[config.mk]
export PLATFORM = sky130hd
export DESIGN_NAME = bin2bcd_seq
export DESIGN_NICKNAME = d
export VERILOG_FILES = /design/src/rtl/seg_pkg.sv /design/src/rtl/bcd_add3.sv /design/src/rtl/bin2bcd_seq.sv
export SDC_FILE = /design/constraint.sdc
export NUM_CORES = 1
export LEC_CHECK = 0
export BUFFER_PORTS_ARGS = -buffer_cell sky130_fd_sc_hd__buf_2
export CAP_MARGIN = 15
export CORE_ASPECT_RATIO = 2
export CORE_MARGIN = 4
export CORE_UTILIZATION = 25
export CTS_CLUSTER_SIZE = 25
export DETAILED_ROUTE_END_ITERATION = 7
export PLACE_DENSITY = 0.47
export SLEW_MARGIN = 20
export SYNTH_ARGS = -nofsm -noshare
export SYNTH_HDL_FRONTEND = slang
export SYNTH_SLANG_ARGS = --single-unit
[constraint.sdc]
create_clock -name sys_clk -period 3.9 [get_ports sys_clk]
set_input_delay 0.585 -clock sys_clk [delete_from_list [all_inputs] [get_ports sys_clk]]
set_output_delay 0.585 -clock sys_clk [all_outputs]
set_load 0.05 [all_outputs]
[src/rtl/seg_pkg.sv]
// seg_pkg: shared constants and types for the seg_595 display chain.
//   BIN_W    - width of the binary value coming from the data generator
//   DIG_N    - number of packed BCD digits handed to the scanner
//   DIG_W    - width of one BCD digit
//   MAX_VAL  - largest value that fits in DIG_N digits; larger inputs saturate
//   state_t  - bin2bcd_seq FSM encoding (IDLE=0, SHIFT=1, DONE=2)
package seg_pkg;

  localparam int BIN_W = 20;
  localparam int DIG_N = 6;
  localparam int DIG_W = 4;
  localparam int SCR_W = DIG_W * DIG_N;
  localparam int CNT_W = $clog2(BIN_W);

  localparam logic [BIN_W-1:0] MAX_VAL  = BIN_W'(999999);
  localparam logic [CNT_W-1:0] CNT_LAST = CNT_W'(BIN_W - 1);
  localparam logic [SCR_W-1:0] BCD_SAT  = {DIG_N{4'h9}};

  typedef enum logic [1:0] {
    IDLE  = 2'd0,
    SHIFT = 2'd1,
    DONE  = 2'd2
  } state_t;

endpackage

[src/rtl/bcd_add3.sv]
// bcd_add3: double-dabble per-digit adjust.
//   din  - one BCD scratch digit
//   dout - din + 3 when din >= 5, otherwise din unchanged
// Purely combinational; no carry leaves the digit.
module bcd_add3
  import seg_pkg::*;
(
  input  logic [DIG_W-1:0] din,
  output logic [DIG_W-1:0] dout
);

  assign dout = (din >= 4'd5) ? din + 4'd3 : din;

endmodule

[src/rtl/bin2bcd_seq.sv]
// bin2bcd_seq: sequential binary-to-BCD converter, one double-dabble
// iteration per clock, feeding the 7-segment scanner.
//   sys_clk   - system clock, rising edge
//   sys_rst   - asynchronous active-high reset
//   start     - conversion request, accepted only in IDLE or DONE
//   bin_in    - binary value, sampled on the edge that accepts start
//   busy      - high exactly while in SHIFT
//   done      - one-cycle pulse (the DONE state) when bcd_out/ovf update
//   bcd_out   - packed BCD result, digit 0 (units) in [3:0]; held between runs
//   ovf       - last accepted bin_in exceeded MAX_VAL (bcd_out then all 9s)
//   state_dbg - current FSM state (seg_pkg::state_t encoding)
//
// Handshake: start is a request sampled on each rising edge; it is taken
// only when the FSM is in IDLE or DONE and is dropped (not queued)
// otherwise. done is asserted for exactly one cycle, and bcd_out/ovf change
// only on the edge that enters DONE, so they are valid together with done
// and stay stable until the next DONE. Back-to-back requests from DONE give
// one result every BIN_W+1 cycles.
module bin2bcd_seq
  import seg_pkg::*;
(
  input  logic             sys_clk,
  input  logic             sys_rst,
  input  logic             start,
  input  logic [BIN_W-1:0] bin_in,
  output logic             busy,
  output logic             done,
  output logic [SCR_W-1:0] bcd_out,
  output logic             ovf,
  output logic [1:0]       state_dbg
);

  state_t           state;
  logic [SCR_W-1:0] scratch;
  logic [SCR_W-1:0] scratch_adj;
  logic [SCR_W-1:0] scratch_nxt;
  logic [BIN_W-1:0] bin_reg;
  logic [CNT_W-1:0] cnt;
  logic             ovf_flag;

  // Add-3 adjust on every digit of the scratch before the shift.
  for (genvar g = 0; g < DIG_N; g++) begin : g_add3
    bcd_add3 u_add3 (
      .din  (scratch[g*DIG_W +: DIG_W]),
      .dout (scratch_adj[g*DIG_W +: DIG_W])
    );
  end

  // Adjusted scratch shifted left, taking in the next binary MSB.
  assign scratch_nxt = {scratch_adj[SCR_W-2:0], bin_reg[BIN_W-1]};
  assign state_dbg   = state;

  always_ff @(posedge sys_clk or posedge sys_rst) begin
    if (sys_rst) begin
      state    <= IDLE;
      busy     <= 1'b0;
      done     <= 1'b0;
      bcd_out  <= '0;
      ovf      <= 1'b0;
      scratch  <= '0;
      bin_reg  <= '0;
      cnt      <= '0;
      ovf_flag <= 1'b0;
    end else begin
      case (state)
        IDLE: begin
          if (start) begin
            state    <= SHIFT;
            busy     <= 1'b1;
            bin_reg  <= bin_in;
            scratch  <= '0;
            cnt      <= '0;
            ovf_flag <= (bin_in > MAX_VAL);
          end
        end

        SHIFT: begin
          scratch <= scratch_nxt;
          // The bit leaving the scratch is rotated into the vacated binary
          // LSB; those low bits are never consumed again, so this only keeps
          // the combined {scratch, bin_reg} register a clean rotator.
          bin_reg <= {bin_reg[BIN_W-2:0], scratch_adj[SCR_W-1]};
          cnt     <= cnt + CNT_W'(1);
          if (cnt == CNT_LAST) begin
            state   <= DONE;
            busy    <= 1'b0;
            done    <= 1'b1;
            bcd_out <= ovf_flag ? BCD_SAT : scratch_nxt;
            ovf     <= ovf_flag;
          end
        end

        DONE: begin
          done <= 1'b0;
          if (start) begin
            state    <= SHIFT;
            busy     <= 1'b1;
            bin_reg  <= bin_in;
            scratch  <= '0;
            cnt      <= '0;
            ovf_flag <= (bin_in > MAX_VAL);
          end else begin
            state <= IDLE;
          end
        end

        default: begin
          state <= IDLE;
          busy  <= 1'b0;
          done  <= 1'b0;
        end
      endcase
    end
  end

endmodule

After elaboration in Yosys (flattened, before gate mapping)
Index checks and enable logic that the tools add are counted.
- output and inout port bits: 29
- word-level logic and storage cells: 61
- bits of input ports: 23
- flip-flop bits (word level): 79
- bitwise gates (word level): 1
- reduce and logical (&&, ||, !) cells: 9
- equal/unequal tests: 6
- magnitude comparators: 7
- multiplexer cells: 22
- add/subtract/negate cells: 7
- operator list (cell ; count):
    2-to-1 mux 24 bit ; 2
    case mux 24 bit (2 select lines) ; 1
    case mux 20 bit (2 select lines) ; 1
    adder 4 x 2 -> 4 bit (second input constant) ; 6
    greater-or-equal comparator 4 x 3 -> 1 bit (second input constant) ; 6
    2-to-1 mux 4 bit ; 6
    greater-than comparator 20 bit (second input constant) ; 1
    2-to-1 mux 20 bit ; 1
    AND reduction 2 bit ; 6
    case mux 5 bit (2 select lines) ; 1
    case mux 2 bit (3 select lines) ; 1
    adder 5 x 1 -> 5 bit (second input constant) ; 1
    == test 5 bit (second input constant) ; 1
    2-to-1 mux 5 bit ; 1
    2-to-1 mux 1 bit ; 4
    2-to-1 mux 2 bit ; 2
    != test 2 bit (second input constant) ; 2
    case mux 1 bit (2 select lines) ; 2
    == test 2 x 1 -> 1 bit (second input constant) ; 1
    == test 2 bit (second input constant) ; 1
    zero test 2 bit ; 1
    != test 2 x 1 -> 1 bit (second input constant) ; 1
    nonzero test 2 bit ; 1
    OR reduction 2 bit ; 1
    NOT 1 bit ; 1

Logic depth before layout (Yosys ltp)
- word-level depth: 4
- mapped depth: 8
- depth with buffers taken out: 6

Cells and area by module
A second synthesis with hierarchy kept.
- cell total of the unflattened synthesis: 380
- area total of the unflattened synthesis: 4012.6 um^2
- modules (own cells, without submodules) (module ; area an instance (um^2) ; sequential area each (um^2) ; cells an instance ; times used):
    bin2bcd_seq ; 3404.5 ; 1976.9 ; 284 ; 1
    bcd_add3 ; 101.3 ; 0.0 ; 16 ; 6

Worst setup path after synthesis
No wires, ideal clock.
- path kind: reg-to-reg
- start: reg state[0], in the netlist state_dbg[0]
- end: reg bcd_out[19]
- setup slack: 2207 ps
- buffers on the path: 2
- data arrival time: 1567 ps
- library setup time: 126 ps
- stages on the path, launching flop included: 7
- period minus slack after synthesis: 1693 ps
- data required time: 3774 ps
- cells stage by stage: dfrtp_1 -> buf_2 -> and2b_1 -> buf_6 -> nand2_8 -> a2111oi_4 -> nor2_1
- word-level cells in the longest chain between the ends: 2
- ends and longest elaborated chain (element ; line ; text):
    from (decl) ; bin2bcd_seq.sv:33 ; state_t state;
    from (signal assigned) ; bin2bcd_seq.sv:55 ; state <= IDLE;
    from (signal assigned) ; bin2bcd_seq.sv:68 ; state <= SHIFT;
    from (signal assigned) ; bin2bcd_seq.sv:85 ; state <= DONE;
    == test 2 x 1 -> 1 bit ; bin2bcd_seq.sv:65 ; case (state)
    AND reduction 2 bit (no line) ; -- ;
    to (signal assigned) ; bin2bcd_seq.sv:88 ; bcd_out <= ovf_flag ? BCD_SAT : scratch_nxt;
    to (decl) ; bin2bcd_seq.sv:28 ; output logic [SCR_W-1:0] bcd_out,
Every way passes these cells.
A chain may end at the register's enable or synchronous reset.

Worst setup path after layout
- start: reg state[1], in the netlist state_dbg[1]
- end: reg bcd_out[18]
The elaborated chain is that of the path after synthesis.

==> metrics <==
outcome complete, no violations; slowest cell on the critical path and2b_1; pwr dens 948 nW/um^2; Worst setup endpoint bcd_out[18]; worst stage delay on the critical path 0.75 ns; number of port buffers 51; Max Slew Vio Count 0; yosys warns 0; most common cell after layout, fill and taps aside dfrtp_1; initial antenna violation count 0; met2 routed WL 5120 um; Initial Utilization 25.5%; Syn Area/Cell 11.0 sq um; core area 14900 sq um; Post-DRT Antenna Nets 0; CTS Buf Count 9; CP bufs+invs 1; detailed-route wire length 9410 um; Yosys top cell area share 52.0%; cell family with most CP delay simple AND/OR/NAND/NOR gates; total grt overflow 0; GRT Overall Usage 11.7%; number of flops mapped to enable cells by yosys 0; Yosys cell types 34; root cell of the clock tree clkbuf_16; Max Clk Rate 0.454 GHz; Reg clk slew, reported paths 0.07 ns; R2R Path End bcd_out[18]; Worst Hold Class input pin to asynchronous set/reset pin; hold-fix buffers at CTS 0; Setup crit end kind flop; Die Y 182 um; Via Count 2791; drt wl/cell 15.8 um; Yosys reg bits 79; DR iter-0 viols 93; asr flop ratio synth 100%; critical path class flop to flop; Via density 4.68; CTS max path bufs 2; Die X-Extent 95.2 um; post-layout util 30.2%; maximum VDD drop 0.268 mV; Post-CTS Resized 0; synthesized cell area 3800 sq um; final setup vio count 0; largest net degree at the start of global routing 55; worst skew pair latency 0.34 ns; share of cells above drive strength 1 19.9%; WP data required 4.16 ns; commonest cells after routing, fill and taps aside dfrtp_1, buf_2, nand2_1; internal reg-to-reg setup slack 1.70 ns; row count 63; Post-synth top flop dfrtp_1; Startpoint Class flop; Post-Synthesis Cells 347; hpwl dp 6740 um; drc violations 0; number of global-route vias before repair 2907; first-pass GRT wire length 15400 um; CTS tree built; Setup crit start state_dbg[1]; Crit. path cell count 5; Tcrit/Tclk final 56.5%; Final Critical Period 2.20 ns; P&R area growth vs syn 18.4%; Fin. Hold Viols 0; CP cell instances and2b_1, buf_4, nand2_8, nor2_8, a22o_1; relative slew slack 44.5%; Initial DRT Pass Iterations 4; uppermost layer routed met4; ANT cells 0; H-tree depth 3; Nets 433; Worst-Margin Slew 0.832 ns; DIE AREA 17400 sq um; I/O pin count 52; Yosys top cell by area dfrtp_1; maxcap violations 0; setup_tns 0 ns; Post-CTS Setup Repair Bufs 0; R2R Path Start state_dbg[1]; Filler cells 1556; largest cells by area after synthesis dfrtp_1, mux2i_1, a22o_1; WP data arrival 2.47 ns; Pwr Total 0.00427 W; Sink Count 79; metal3 WL 365 um; CP Max Fanout 19; leakage power 2.10 nW; Max Clock Skew 0.0111 ns; Synth Net Count 383; Seq/Total Area, Yosys 52.0%; unrepaired setup endpoints after global routing false; DRT met1 WL 3700 um; reg2reg path depth 5; RePlAce Congestion 0.723
==> report_power, final <==
group	switching [W]	internal (W)	total (W)
registers	0.000315	0.00120	0.00152
clock network	0.000332	0.000445	0.000777
logic	0.00126	0.000707	0.00197
total	0.00191	0.00236	0.00427
==> synthesized netlist by cell type, types with 2 or more instances <==
cell	n
xnor2_1	6
inv_1	14
a2111oi_4	2
a22o_1	25
ha_1	13
a31oi_1	4
nor3b_1	8
buf_6	4
buf_2	9
nand2_1	37
mux2i_1	25
a32o_1	6
o22ai_1	5
buf_4	2
dfrtp_1	79
nand4_1	3
and2b_1	2
nand2b_1	8
nor2_1	19
o31ai_1	5
nand3_1	2
a21oi_1	21
o21ai_0	36
nor2_8	2
==> worst min path at each step <==
stage | to | depth (start not counted) | start
global placement | bin_reg[3] | 2 | bin_reg[3]
CTS | scratch[11] | 2 | sys_rst
global route | bin_reg[1] | 2 | sys_rst
detailed placement | bin_reg[2] | 2 | bin_reg[2]
floorplan | cnt[4] | 1 | cnt[4]
finish | scratch[9] | 2 | sys_rst
==> per-stage QoR <==
step                      setup slack (ns)  cells  instance area, sq um  hold WS [ns]
after floorplan                       1.29    347                  3800         0.450
after global routing                  1.47    597                  4500         0.419
after CTS                             1.64    597                  4500         0.376
after detailed placement              1.67    581                  4230         0.470
final                                 1.70    597                  4500         0.356
after global placement                1.72    581                  4230         0.462
==> cell type report <==
type	count	area, sq um	share of cell area, %
Sequential cell	79	1980	43.9
Inverter	15	60.1	1.33
Clock buffer	10	239	5.31
Clock inverter	6	36.3	0.806
Timing Repair Buffer	56	293	6.50
Tap cell	195	244	5.42
Multi-Input combinational cell	236	1650	36.7
==> kinds of logic (layout without fill, tap and decap cells) <==
logic type,count (synthesis),in the layout,synth area share [%]
AO/OA/AOI/OAI,107,107,19.4
XOR/XNOR,6,6,1.38
adder cells (fa/ha/maj),13,13,4.28
buffers and inverters,32,87,4.54
flip-flops,79,79,52.0
multiplexers,25,25,6.58
AND/OR/NAND/NOR,85,85,11.8
==> routing by layer <==
layer  vias up  track usage (%)
met5         -                0
met4         0             4.80
met3        13             2.56
met2        56             20.8
met1      1367             13.0
li1       1355                -
(Power assumes the default switching activity.)
